## config.mk

```make
export PLATFORM = sky130hd
export DESIGN_NAME = rv32i_mc_ctrl
export DESIGN_NICKNAME = d
export VERILOG_FILES = /design/src/rtl/rv32i_mc_ctrl_pkg.sv /design/src/rtl/rv32i_decode.sv /design/src/rtl/rv32i_mc_ctrl.sv
export SDC_FILE = /design/constraint.sdc
export NUM_CORES = 1
export LEC_CHECK = 0
export CAP_MARGIN = 0
export CORE_ASPECT_RATIO = 1.5
export CORE_MARGIN = 2
export CORE_UTILIZATION = 25
export CTS_CLUSTER_SIZE = 40
export DETAILED_ROUTE_END_ITERATION = 12
export GPL_TIMING_DRIVEN = 0
export PLACE_DENSITY = 0.73
export SKIP_CTS_REPAIR_TIMING = 1
export SLEW_MARGIN = 0
export SYNTH_ARGS = -nofsm -noshare
export SYNTH_HDL_FRONTEND = slang
export SYNTH_SLANG_ARGS = --single-unit
```

## constraint.sdc

```tcl
create_clock -name clk -period 4.8 [get_ports clk]
set_input_delay 0.96 -clock clk [delete_from_list [all_inputs] [get_ports clk]]
set_output_delay 0.96 -clock clk [all_outputs]
set_load 0.03 [all_outputs]
```

## src/rtl/rv32i_mc_ctrl_pkg.sv

```systemverilog
// Shared types for the RV32I multi-cycle control slice: opcode map, ALU codes,
// controller state, datapath mux selects and the per-instruction control word.
// Also provides the helper that flags reserved funct3 codes per opcode.
package rv32i_mc_ctrl_pkg;

  typedef logic [2:0] funct3_t;
  typedef logic [6:0] funct7_t;

  typedef enum logic [6:0] {
    OPC_LOAD     = 7'b0000011,
    OPC_MISC_MEM = 7'b0001111,
    OPC_OP_IMM   = 7'b0010011,
    OPC_AUIPC    = 7'b0010111,
    OPC_STORE    = 7'b0100011,
    OPC_OP       = 7'b0110011,
    OPC_LUI      = 7'b0110111,
    OPC_BRANCH   = 7'b1100011,
    OPC_JALR     = 7'b1100111,
    OPC_JAL      = 7'b1101111,
    OPC_SYSTEM   = 7'b1110011
  } rv32i_opcode_t;

  typedef enum logic [2:0] {
    ALU_ADD  = 3'b000,
    ALU_SLL  = 3'b001,
    ALU_SLT  = 3'b010,
    ALU_SLTU = 3'b011,
    ALU_XOR  = 3'b100,
    ALU_SR   = 3'b101,
    ALU_OR   = 3'b110,
    ALU_AND  = 3'b111
  } alu_fn_t;

  // Memory size code used for instruction fetch
  localparam funct3_t MEM_SIZE_WORD = 3'b010;

  typedef enum logic [2:0] {
    ST_FETCH  = 3'd0,
    ST_DECODE = 3'd1,
    ST_EXEC   = 3'd2,
    ST_MEM    = 3'd3,
    ST_WB     = 3'd4,
    ST_TRAP   = 3'd5
  } ctrl_state_t;

  typedef enum logic [1:0] {
    PC_PLUS4 = 2'd0,
    PC_REL   = 2'd1,
    PC_ALU   = 2'd2
  } pc_sel_t;

  typedef enum logic [1:0] {
    ALU_A_RS1  = 2'd0,
    ALU_A_PC   = 2'd1,
    ALU_A_ZERO = 2'd2
  } alu_a_sel_t;

  typedef enum logic [1:0] {
    WB_ALU = 2'd0,
    WB_MDR = 2'd1,
    WB_PC  = 2'd2
  } wb_sel_t;

  typedef enum logic [2:0] {
    IMM_I = 3'd0,
    IMM_S = 3'd1,
    IMM_B = 3'd2,
    IMM_U = 3'd3,
    IMM_J = 3'd4
  } imm_type_t;

  typedef struct packed {
    alu_a_sel_t alu_a_sel;
    logic       alu_b_sel;
    alu_fn_t    alu_fn;
    logic       alu_alt;
    imm_type_t  imm_type;
    wb_sel_t    wb_sel;
    logic       is_load;
    logic       is_store;
    logic       is_branch;
    logic       is_jal;
    logic       is_jalr;
    logic       is_fence;
  } ctrl_word_t;

  // Reserved funct3 codes for opcodes whose funct3 selects size/condition
  function automatic logic funct3_illegal(input logic [6:0] opc, input funct3_t f3);
    logic bad;
    bad = 1'b0;
    case (opc)
      OPC_LOAD:   bad = (f3 == 3'b011) || (f3[2:1] == 2'b11);
      OPC_STORE:  bad = (f3 > 3'b010);
      OPC_BRANCH: bad = (f3[2:1] == 2'b01);
      OPC_JALR:   bad = (f3 != 3'b000);
      default:    bad = 1'b0;
    endcase
    return bad;
  endfunction

endpackage

```

## src/rtl/rv32i_decode.sv

```systemverilog
// Combinational instruction decoder: IR word -> control word plus illegal flag.
// Zero latency; pure function of instr, no handshake.
// Register indices are ignored here; the datapath reads them straight from IR.
module rv32i_decode
  import rv32i_mc_ctrl_pkg::*;
(
  input  logic [31:0] instr_i,
  output ctrl_word_t  cw_o,
  output logic        illegal_o
);

  logic [6:0] opcode;
  funct3_t    f3;
  funct7_t    f7;
  logic       unused_fields;

  assign opcode        = instr_i[6:0];
  assign f3            = instr_i[14:12];
  assign f7            = instr_i[31:25];
  assign unused_fields = ^{instr_i[24:15], instr_i[11:7]};

  // Per-opcode operand selects, writeback source and legality
  always_comb begin
    cw_o      = '0;
    illegal_o = 1'b0;
    case (opcode)
      OPC_OP: begin
        cw_o.alu_fn  = alu_fn_t'(f3);
        cw_o.alu_alt = f7[5];
        if (!((f7 == 7'b0000000) ||
              ((f7 == 7'b0100000) && ((f3 == 3'b000) || (f3 == 3'b101)))))
          illegal_o = 1'b1;
      end
      OPC_OP_IMM: begin
        cw_o.alu_b_sel = 1'b1;
        cw_o.alu_fn    = alu_fn_t'(f3);
        cw_o.imm_type  = IMM_I;
        if (f3 == 3'b001) begin
          if (f7 != 7'b0000000) illegal_o = 1'b1;
        end else if (f3 == 3'b101) begin
          cw_o.alu_alt = f7[5];
          if ((f7 != 7'b0000000) && (f7 != 7'b0100000)) illegal_o = 1'b1;
        end
      end
      OPC_LOAD: begin
        cw_o.alu_b_sel = 1'b1;
        cw_o.imm_type  = IMM_I;
        cw_o.wb_sel    = WB_MDR;
        cw_o.is_load   = 1'b1;
      end
      OPC_STORE: begin
        cw_o.alu_b_sel = 1'b1;
        cw_o.imm_type  = IMM_S;
        cw_o.is_store  = 1'b1;
      end
      OPC_LUI: begin
        cw_o.alu_a_sel = ALU_A_ZERO;
        cw_o.alu_b_sel = 1'b1;
        cw_o.imm_type  = IMM_U;
      end
      OPC_AUIPC: begin
        cw_o.alu_a_sel = ALU_A_PC;
        cw_o.alu_b_sel = 1'b1;
        cw_o.imm_type  = IMM_U;
      end
      OPC_BRANCH: begin
        cw_o.imm_type  = IMM_B;
        cw_o.is_branch = 1'b1;
      end
      OPC_JAL: begin
        cw_o.imm_type = IMM_J;
        cw_o.wb_sel   = WB_PC;
        cw_o.is_jal   = 1'b1;
      end
      OPC_JALR: begin
        cw_o.alu_b_sel = 1'b1;
        cw_o.imm_type  = IMM_I;
        cw_o.wb_sel    = WB_PC;
        cw_o.is_jalr   = 1'b1;
      end
      OPC_MISC_MEM: cw_o.is_fence = 1'b1;
      // SYSTEM has no CSR support, so it lands here with unknown opcodes
      default: illegal_o = 1'b1;
    endcase
    if ((instr_i[1:0] != 2'b11) || funct3_illegal(opcode, f3))
      illegal_o = 1'b1;
  end

endmodule

```

## src/rtl/rv32i_mc_ctrl.sv

```systemverilog
// RV32I multi-cycle controller: FETCH/DECODE/EXEC/MEM/WB(/TRAP) sequencing.
// Latency per instruction 2..5 cycles with zero-wait memory; mem_req held until mem_ready.
// RV_ILLEGAL_TRAP_EN: defined -> sticky TRAP on illegal; undefined -> trap pulse + NOP.
module rv32i_mc_ctrl
  import rv32i_mc_ctrl_pkg::*;
#(
  parameter int RESET_STATE_FETCH = 1
)(
  input  logic        clk,
  input  logic        rst,
  input  logic [31:0] instr,
  input  logic        branch_cond,
  input  logic        mem_ready,
  output logic        mem_req,
  output logic        mem_we,
  output logic [2:0]  mem_size,
  output logic        mem_addr_sel,
  output logic        ir_we,
  output logic        pc_we,
  output logic [1:0]  pc_sel,
  output logic [1:0]  alu_a_sel,
  output logic        alu_b_sel,
  output logic [2:0]  alu_fn,
  output logic        alu_alt,
  output logic [2:0]  imm_type,
  output logic        rf_we,
  output logic [1:0]  wb_sel,
  output logic [2:0]  state,
  output logic        trap
);

  // Only 1 is supported today; other values park the FSM in the halted state
  localparam ctrl_state_t RST_STATE = (RESET_STATE_FETCH == 1) ? ST_FETCH : ST_TRAP;

`ifdef RV_ILLEGAL_TRAP_EN
  localparam ctrl_state_t ILLEGAL_NEXT = ST_TRAP;
`else
  localparam ctrl_state_t ILLEGAL_NEXT = ST_FETCH;
`endif

  ctrl_word_t  cw;
  logic        illegal;
  ctrl_state_t state_q, state_d;

  rv32i_decode u_decode (
    .instr_i   (instr),
    .cw_o      (cw),
    .illegal_o (illegal)
  );

  // Next-state selection
  always_comb begin
    state_d = state_q;
    case (state_q)
      ST_FETCH:  if (mem_ready) state_d = ST_DECODE;
      ST_DECODE: begin
        if (illegal)          state_d = ILLEGAL_NEXT;
        else if (cw.is_fence) state_d = ST_FETCH;
        else                  state_d = ST_EXEC;
      end
      ST_EXEC: begin
        if (cw.is_load || cw.is_store) state_d = ST_MEM;
        else if (cw.is_branch)         state_d = ST_FETCH;
        else                           state_d = ST_WB;
      end
      ST_MEM:    if (mem_ready) state_d = cw.is_load ? ST_WB : ST_FETCH;
      ST_WB:     state_d = ST_FETCH;
`ifdef RV_ILLEGAL_TRAP_EN
      ST_TRAP:   state_d = ST_TRAP;
`else
      ST_TRAP:   state_d = ST_FETCH;
`endif
      default:   state_d = ST_FETCH;
    endcase
  end

  // State register with synchronous reset
  always_ff @(posedge clk) begin
    if (rst) state_q <= RST_STATE;
    else     state_q <= state_d;
  end

  // Reset masks the debug view so everything reads zero while rst is high
  assign state = rst ? ST_FETCH : state_q;

  // Datapath controls decoded from state and IR; all forced low during reset
  always_comb begin
    mem_req      = 1'b0;
    mem_we       = 1'b0;
    mem_size     = 3'b000;
    mem_addr_sel = 1'b0;
    ir_we        = 1'b0;
    pc_we        = 1'b0;
    pc_sel       = PC_PLUS4;
    alu_a_sel    = ALU_A_RS1;
    alu_b_sel    = 1'b0;
    alu_fn       = ALU_ADD;
    alu_alt      = 1'b0;
    imm_type     = IMM_I;
    rf_we        = 1'b0;
    wb_sel       = WB_ALU;
    trap         = 1'b0;
    if (!rst) begin
      case (state_q)
        ST_FETCH: begin
          mem_req  = 1'b1;
          mem_size = MEM_SIZE_WORD;
          if (mem_ready) begin
            ir_we = 1'b1;
            pc_we = 1'b1;
          end
        end
        ST_DECODE: trap = illegal;
        ST_EXEC: begin
          alu_a_sel = cw.alu_a_sel;
          alu_b_sel = cw.alu_b_sel;
          alu_fn    = cw.alu_fn;
          alu_alt   = cw.alu_alt;
          imm_type  = cw.imm_type;
          if (cw.is_branch) begin
            pc_we  = branch_cond;
            pc_sel = PC_REL;
          end
        end
        ST_MEM: begin
          mem_req      = 1'b1;
          mem_addr_sel = 1'b1;
          mem_size     = instr[14:12];
          mem_we       = cw.is_store;
        end
        ST_WB: begin
          rf_we    = 1'b1;
          wb_sel   = cw.wb_sel;
          imm_type = cw.imm_type;
          if (cw.is_jal) begin
            pc_we  = 1'b1;
            pc_sel = PC_REL;
          end else if (cw.is_jalr) begin
            pc_we  = 1'b1;
            pc_sel = PC_ALU;
          end
        end
        ST_TRAP: trap = 1'b1;
        default: trap = 1'b0;
      endcase
    end
  end

endmodule

```

Word-level counts from Yosys, hierarchy flattened. Index checks and enable logic that the tools add are counted.

Flip-flop bits (word level): 3. Input port bits: 36. Output and inout port bits: 27. Logic and storage cells: 113.

Magnitude comparators: 1. Equality and inequality tests: 25. Mux-type cells: 67. Reduce and logical (&&, ||, !) cells: 19.

Operator list (number): $mux W1 (36); $mux W3 (11); $eq A7 B6 Y1 const B (4); $pmux W3 S4 (2); $eq A7 B7 Y1 const B (3); $mux W2 (9); $eq A7 B5 Y1 const B (2); $pmux W2 S2 (3); $eq A3 B2 Y1 const B (3); $eq A3 B3 Y1 const B (3); $pmux W4 S2 (1); $reduce_or A2 Y1 (4); $reduce_or A8 Y1 (1); $eq A7 B2 Y1 const B (1); $eq A7 B4 Y1 const B (1); $logic_not A7 Y1 (1); $ne A7 B6 Y1 const B (1); $reduce_bool A7 Y1 (1); $eq A3 B1 Y1 const B (2); $logic_not A3 Y1 (2); $ne A2 B2 Y1 const B (3); $pmux W1 S3 (2); $pmux W3 S2 (1); $reduce_or A6 Y1 (1); 9 further kinds (14).

Longest topological paths before layout. Gate-level depths: netlist of run 1.

Depth after elaboration: 9. Depth in mapped cells: 6. Mapped depth without buffers: 5.

Cells and area by module. A second synthesis of run 1 with hierarchy kept.

Cell total of the unflattened synthesis: 124. Area, all modules: 864.6 um^2.

By module, submodules not included: rv32i_mc_ctrl (instances 1, cells each 60, area each 481.7 um^2, sequential area each 60.1 um^2); rv32i_decode (instances 1, cells each 64, area each 382.9 um^2, sequential area each 0.0 um^2).

Least setup slack after synthesis of run 1. OpenSTA, ideal clock, no wires.

Path kind: in2out. Start point: input port rst. End point: output port wb_sel[0]. Arrival time: 2.870 ns. Required time: 3.840 ns. Path slack: 0.970 ns. Cell stages on the path: 3. Buffers on the path: 0. Cells stage by stage: nor2b_1 nor2b_1 nor3b_1.

Word-level cells in the longest chain between the ends: 1.

Ends and longest elaborated chain: start, declared (RTL line rv32i_mc_ctrl.sv:10) `input logic rst,`; $mux W2 (RTL line rv32i_mc_ctrl.sv:103) `if (!rst) begin`; end, declared (RTL line rv32i_mc_ctrl.sv:27) `output logic [1:0] wb_sel,`.

Every way passes these cells.

Final worst setup path of run 1.
Start point: input port rst. End point: output port alu_a_sel[1].

Word-level cells in the longest chain between the ends: 1.

Ends and longest elaborated chain: $mux W2 (RTL line rv32i_mc_ctrl.sv:103); end, declared (RTL line rv32i_mc_ctrl.sv:21) `output logic [1:0] alu_a_sel,`.

Every way passes these cells.

==> results of run 1 <==
## path summary, 6_finish.rpt
path                                 from                       to  slack (ns)  cells past startpoint
hold reg to reg   state_q[2]$_SDFFE_PP0P_  state_q[2]$_SDFFE_PP0P_        0.71                      3
setup reg to reg  state_q[0]$_SDFFE_PP0P_  state_q[1]$_SDFFE_PP0P_        3.29                      4
hold / removal    state_q[2]$_SDFFE_PP0P_  state_q[2]$_SDFFE_PP0P_        0.71                      3
setup / recovery                      rst             alu_a_sel[1]        0.32                      7
## stage by stage
| step | area, um2 | utilization | std cells | hold WS (ns) |
|---|---|---|---|---|
| finish | 1240 | 0.469 | 194 | 0.709 |
| detailed placement | 1200 | 0.452 | 190 | 0.715 |
| floorplan | 689 | - | 107 | 0.601 |
| global route | 1240 | 0.469 | 194 | 0.793 |
| global placement | 1200 | 0.452 | 190 | 0.707 |
| CTS | 1240 | 0.469 | 194 | 0.718 |
## cell type report
| cell class | count | area share |
|---|---|---|
| Timing Repair Buffer | 46 | 0.371 |
| Tap cell | 37 | 0.0373 |
| Inverter | 7 | 0.0212 |
| Sequential cell | 3 | 0.0484 |
| Buffer | 7 | 0.0292 |
| Clock buffer | 4 | 0.0363 |
| Multi-Input combinational cell | 90 | 0.457 |
## tightest hold or removal path: cells and delay by family (launching register included)
kind | cells | cell delay (ns)
and+or+nand+nor | 1 | 0.12
DFF | 1 | 0.42
AOI/OAI and AO/OA | 2 | 0.12
## per-layer routing
metal  vias to the layer above  track usage  share of wire
met5                         -            0              0
met4                         0       0.0833          0.023
li1                        502            -              -
met2                        28        0.313           0.53
met3                         5      0.00528          0.025
met1                       446        0.187           0.42
## power breakdown
| group | leakage [nW] | internal [mW] | total (mW) | switching (mW) |
|---|---|---|---|---|
| Sequential | 0.0244 | 0.0257 | 0.0264 | 0.000676 |
| Clock | 0.0228 | 0.0568 | 0.0755 | 0.0187 |
| Combinational | 0.420 | 0.0305 | 0.0625 | 0.0320 |
| Total | 0.467 | 0.113 | 0.164 | 0.0514 |
## cell families after synthesis
group | count (synthesis)
xor+xnor | 1
compound gates | 22
buf+inv | 14
simple gates | 65
flops | 3
mux | 2
## synthesized netlist by cell type (all sizes together) (3+ instances only)
library cell	count	area share
nand2	12	0.065
and3	7	0.065
nor4	4	0.036
nor3	3	0.022
nor2b	5	0.045
buf	3	0.031
dfxtp	3	0.087
or3	3	0.027
or4	3	0.038
nand3	3	0.022
inv	7	0.038
nor2	13	0.071
a21oi	7	0.051
clkbuf	4	0.022
==> impl_metrics.sql, run 1 <==
INSERT INTO impl_metrics (metric_group, metric, value, unit) VALUES
('sta', 'post_route_fraction_of_the_period_consumed_by_the_critical_path', '0.933', ''),
('clock_tree', 'clkLatencyLatePin', '0.22', 'ns'),
('detailed_routing', 'firstDrtPassIters', '4', ''),
('logic_synthesis', 'synth-compound-area-share', '0.227', ''),
('job', 'maxCapViolations', '0', ''),
('critical_path', 'critical_path.most_common_cell', 'sky130_fd_sc_hd__clkdlybuf4s50_1', ''),
('sta', 'setup_total_negative_slack', '0', 'ns'),
('sta', 'min_period', '4.48', 'ns'),
('clock_tree', 'tritoncts', 'done', ''),
('detailed_routing', 'postRouteAntennaNets', '0', ''),
('critical_path', 'timing.critical_path.arrival', '3.52', 'ns'),
('critical_path', 'crit_path_end_kind', 'output pin', ''),
('global_route', 'grt_first_pass_wirelength', '4060', 'um'),
('global_route', 'grt_util_all_layers', '0.169', ''),
('logic_synthesis', 'postSynthAreaPerCell', '6.44', 'um2'),
('critical_path', 'cp_max_fo', '7', ''),
('clock_tree', 'clock_tree.root_cell', 'sky130_fd_sc_hd__clkbuf_8', ''),
('place', 'hpwlAfterDp', '2080', 'um'),
('sta', 'max_slew_margin', '0.538', ''),
('layout', 'nets', '194', ''),
('floorplanning', 'boundaryPins', '63', ''),
('run_status', 'run_status', 'finished, final reports clean', ''),
('critical_path', 'timing.critical_path.max_delay_family', 'buffers and inverters', ''),
('layout', 'largest_reg_flops', '3', ''),
('pwr', 'power.leakage', '0.467', 'nW'),
('layout', 'area.growth.synth_to_final', '80.0', '%'),
('critical_path', 'setup.worst_path.start_class', 'input pin', ''),
('logic_synthesis', 'synth-seq-area-share', '0.0871', ''),
('logic_synthesis', 'synth-seq-cells', '3', ''),
('sta', 'worst-slew-pin-transition', '0.683', 'ns'),
('floorplanning', 'chipWidth', '46.9', 'um'),
('layout', 'most_frequent_standard_cell_in_the_layout_excluding_fill_and_tap_cells', 'sky130_fd_sc_hd__clkdlybuf4s50_1', ''),
('logic_synthesis', 'net_count_synth', '143', ''),
('layout', 'multiInputGateArea', '567', 'um2'),
('logic_synthesis', 'synth.lib_cells_used.distinct', '40', ''),
('sta', 'final.setup_skew', '0.000310', 'ns'),
('logic_synthesis', 'postSynthCellCount', '107', ''),
('global_route', 'gr-total-overflow', '0', ''),
('sta', 'slew_viol_final', '0', ''),
('sta', 'report.final.hold_viol_count', '0', ''),
('layout', 'biggest_registers_after_layout', 'state_q: 3 flops', ''),
('logic_synthesis', 'yosys_warnings', '0', ''),
('critical_path', 'crit_required', '3.84', 'ns'),
('floorplanning', 'num_rows', '23', ''),
('detailed_routing', 'viasPerCell', '5.06', ''),
('logic_synthesis', 'synth_enable_flop_cells', '0', ''),
('sta', 'rsz_0062_raised_after_global_routing', 'false', ''),
('detailed_routing', 'drt_iter0_drc', '23', ''),
('detailed_routing', 'num_vias', '981', ''),
('sta', 'setup-violations-final', '0', ''),
('clock_tree', 'cts_buffers', '3', ''),
('floorplanning', 'die_area', '3200', 'um2'),
('global_route', 'first_global_vias', '950', ''),
('sta', 'setup_slack', '0.321', 'ns'),
('clock_tree', 'cts.htree.levels', '1', ''),
('logic_synthesis', 'synth-xor-area-share', '0.0127', ''),
('logic_synthesis', 'multiplexer_share_of_the_synthesized_area', '0.0290', ''),
('logic_synthesis', 'ys_async_sr_fraction', '0', ''),
('layout', 'n_antenna_cell', '0', ''),
('clock_tree', 'cts.sink_count', '3', ''),
('logic_synthesis', 'yosys.area_share.adder', '0', ''),
('layout', 'drive_above_1_share', '0.0764', ''),
('critical_path', 'crit_path_max_incr_delay', '0.72', 'ns'),
('floorplanning', 'initial_core_utilization', '0.260', ''),
('layout', 'ff_latch_area', '60.1', 'um2'),
('pwr', 'pwr_density', '132', 'nW/um2'),
('logic_synthesis', 'synth_ff_type', 'sky130_fd_sc_hd__dfxtp_1', ''),
('floorplanning', 'die_h', '68.3', 'um'),
('sta', 'max_freq', '0.223', 'GHz'),
('detailed_routing', 'route.final.wire_length', '2520', 'um'),
('logic_synthesis', 'synthSimpleGateAreaFrac', '0.554', '');
Note: power is estimated with default switching activity, not from simulation.
==> inputs of run 2 (changes only) <==
- PLACE_DENSITY: 0.73 -> 0.8
==> run 2 against run 1 <==
  * Global-route usage shrank 0.060 points
  * Critical path type unchanged
  * Largest cell class unchanged
  * Highest routed layer unchanged
  * Worst setup slack got worse by 0.065 ns
  * Register-to-register slack worse by 0.03 ns
==> impl_metrics.sql, run 2 (synthesis gave the netlist of run 1 again) <==
INSERT INTO impl_metrics (metric_group, metric, value, unit) VALUES
('run_status', 'run_status', 'finished, final reports clean', ''),
('sta', 'slew_viol_final', '0', ''),
('sta', 'max_slew_margin', '0.495', ''),
('critical_path', 'timing.rr.start', 'state_q[0]$_SDFFE_PP0P_', ''),
('job', 'maxCapViolations', '0', ''),
('sta', 'post_route_fraction_of_the_period_consumed_by_the_critical_path', '0.947', ''),
('sta', 'rsz_0062_raised_after_global_routing', 'false', ''),
('clock_tree', 'tritoncts', 'done', ''),
('detailed_routing', 'num_vias', '998', ''),
('floorplanning', 'die_area', '3200', 'um2'),
('layout', 'n_antenna_cell', '0', ''),
('place', 'post_dp_cell_area', '1200', 'um2'),
('layout', 'top_register', 'state_q', ''),
('global_route', 'grt_first_pass_wirelength', '4050', 'um'),
('clock_tree', 'cts_buffers', '3', ''),
('global_route', 'grt_util_all_layers', '0.169', ''),
('layout', 'most-common-layout-cells', '46 x sky130_fd_sc_hd__clkdlybuf4s50_1, 13 x sky130_fd_sc_hd__nor2_1, 12 x sky130_fd_sc_hd__nand2_1, 7 x sky130_fd_sc_hd__a21oi_1, 7 x sky130_fd_sc_hd__inv_1', ''),
('pwr', 'worst_ir_drop_vdd', '0.0000903', 'V'),
('global_route', 'grt_max_degree', '11', ''),
('sta', 'worst-slew-pin-transition', '0.747', 'ns'),
('critical_path', 'cp_max_fo', '7', ''),
('place', 'hpwlAfterDp', '2070', 'um'),
('floorplanning', 'core', '2650', 'um2'),
('sta', 'max_freq', '0.220', 'GHz'),
('critical_path', 'criticalPathCategory', 'in2out', ''),
('detailed_routing', 'firstDrtPassIters', '4', ''),
('detailed_routing', 'post_drt_wl_per_cell', '13.4', 'um'),
('layout', 'filler_cell_count', '283', ''),
('sta', 'setup_total_negative_slack', '0', 'ns'),
('pwr', 'pwr_density', '132', 'nW/um2'),
('clock_tree', 'cts.htree.levels', '1', ''),
('layout', 'most_frequent_standard_cell_in_the_layout_excluding_fill_and_tap_cells', 'sky130_fd_sc_hd__clkdlybuf4s50_1', ''),
('min_path', 'hold-path-cell-count', '3', ''),
('detailed_routing', 'viasPerCell', '5.14', ''),
('critical_path', 'setup.worst_path.start_class', 'input pin', ''),
('global_route', 'gr-total-overflow', '0', ''),
('detailed_routing', 'route.final.wire_length', '2590', 'um'),
('floorplanning', 'chipWidth', '46.9', 'um'),
('place', 'io_buffer_count', '46', ''),
('layout', 'nets', '194', ''),
('floorplanning', 'initial_core_utilization', '0.260', ''),
('min_path', 'holdCritPathClass', 'reg2reg', ''),
('critical_path', 'crit_required', '3.84', 'ns'),
('sta', 'final.setup_skew', '0.000991', 'ns'),
('global_route', 'initial_antenna_violation_count', '0', ''),
('global_route', 'first_global_vias', '936', ''),
('detailed_routing', 'drt_iter0_drc', '22', ''),
('critical_path', 'crit_path_end_kind', 'output pin', ''),
('floorplanning', 'die_h', '68.3', 'um'),
('clock_tree', 'clock_path_buffers', '2', ''),
('layout', 'biggest_registers_after_layout', 'state_q: 3 flops', ''),
('layout', 'largest_reg_flops', '3', ''),
('floorplanning', 'num_rows', '23', ''),
('layout', 'finalInstanceArea', '1240', 'um2'),
('critical_path', 'timing.reg2reg.setup_slack', '3.26', 'ns'),
('sta', 'min_period', '4.54', 'ns'),
('sta', 'report.final.hold_viol_count', '0', ''),
('detailed_routing', 'remaining_drc_errors', '0', ''),
('floorplanning', 'boundaryPins', '63', ''),
('min_path', 'min-delay-start', 'state_q[2]$_SDFFE_PP0P_', ''),
('clock_tree', 'clkLatencyLatePin', '0.22', 'ns'),
('layout', 'area.growth.synth_to_final', '80.0', '%'),
('layout', 'drive_above_1_share', '0.0764', ''),
('layout', 'multiInputGateArea', '567', 'um2'),
('critical_path', 'worstReg2RegEnd', 'state_q[1]$_SDFFE_PP0P_', ''),
('min_path', 'worst_hold_path.endpoint', 'state_q[2]$_SDFFE_PP0P_', ''),
('layout', 'ff_latch_area', '60.1', 'um2'),
('sta', 'setup-violations-final', '0', ''),
('place', 'gpl.final_weighted_congestion', '0.866', ''),
('critical_path', 'timing.critical_path.arrival', '3.58', 'ns'),
('critical_path', 'timing.reg2reg.worst_path_depth', '4', ''),
('clock_tree', 'cts.clk_slew.worst_paths', '0.03', 'ns'),
('clock_tree', 'cts.sink_count', '3', ''),
('clock_tree', 'clock_tree.root_cell', 'sky130_fd_sc_hd__clkbuf_8', ''),
('pwr', 'power.leakage', '0.467', 'nW'),
('detailed_routing', 'postRouteAntennaNets', '0', '');
run 2: cell counts in the layout (fill, tap and decap cells not counted):
No cell type changed its count.
run 2: how the worst max path moves through the flow:
stage | cells after the start | end | slack (ns) | startpoint
6_report | 7 | alu_a_sel[1] | 0.26 | rst
5_1_grt | 7 | alu_a_sel[1] | 0.05 | rst
4_1_cts | 7 | alu_a_sel[1] | 0.27 | rst
3_5_place_dp | 7 | alu_a_sel[1] | 0.29 | rst
3_3_place_gp | 7 | alu_a_sel[0] | 0.33 | rst
2_1_floorplan | 3 | wb_sel[0] | 0.97 | rst
run 2: where the power goes:
group	switching [mW]	total, mW	internal (mW)
registers	0.000631	0.0264	0.0257
clock network	0.0177	0.0745	0.0567
logic	0.0327	0.0633	0.0305
run 2: worst max-delay path, stage by stage:
cell and delay [ns]:
sky130_fd_sc_hd__clkdlybuf4s50_1 0.53, sky130_fd_sc_hd__or2_2 0.32, sky130_fd_sc_hd__clkbuf_1 0.18, sky130_fd_sc_hd__nor3b_2 0.41, sky130_fd_sc_hd__nand2_1 0.17, sky130_fd_sc_hd__nor4_1 0.29, sky130_fd_sc_hd__clkdlybuf4s50_1 0.73
run 2: metrics by stage:
step / total power, mW / hold slack, ns / std cells / setup WS [ns] / util
floorplan: 0.0573 / 0.601 / 107 / 0.970 / -
global placement: 0.0876 / 0.696 / 190 / 0.329 / 0.452
detailed placement: 0.0890 / 0.692 / 190 / 0.288 / 0.452
CTS: 0.165 / 0.700 / 194 / 0.265 / 0.469
global route: 0.173 / 0.775 / 194 / 0.0461 / 0.469
finish: 0.164 / 0.714 / 194 / 0.256 / 0.469
run 2: metal layers:
metal | routed length, um | part of all wire | up-vias | track usage
met5 | 0 | 0 | - | 0
met4 | 45 | 0.017 | 0 | 0.0868
met3 | 74 | 0.029 | 6 | 0.0106
met2 | 1450 | 0.56 | 29 | 0.307
met1 | 1020 | 0.39 | 463 | 0.186
li1 | - | - | 500 | -
run 2: area by class of cell:
type,instances,share of cell area
tap,37,0.0373
clock buffer,4,0.0363
sequential,3,0.0484
multi-input combinational,90,0.457
timing repair buffer,46,0.371
inverter,7,0.0212
buffer,7,0.0292
==> inputs of run 3 (changes only) <==
- CTS_CLUSTER_DIAMETER: default -> 80
==> results of run 3 <==
Same layout as run 2: the final DEF is identical, and so are final timing and power.
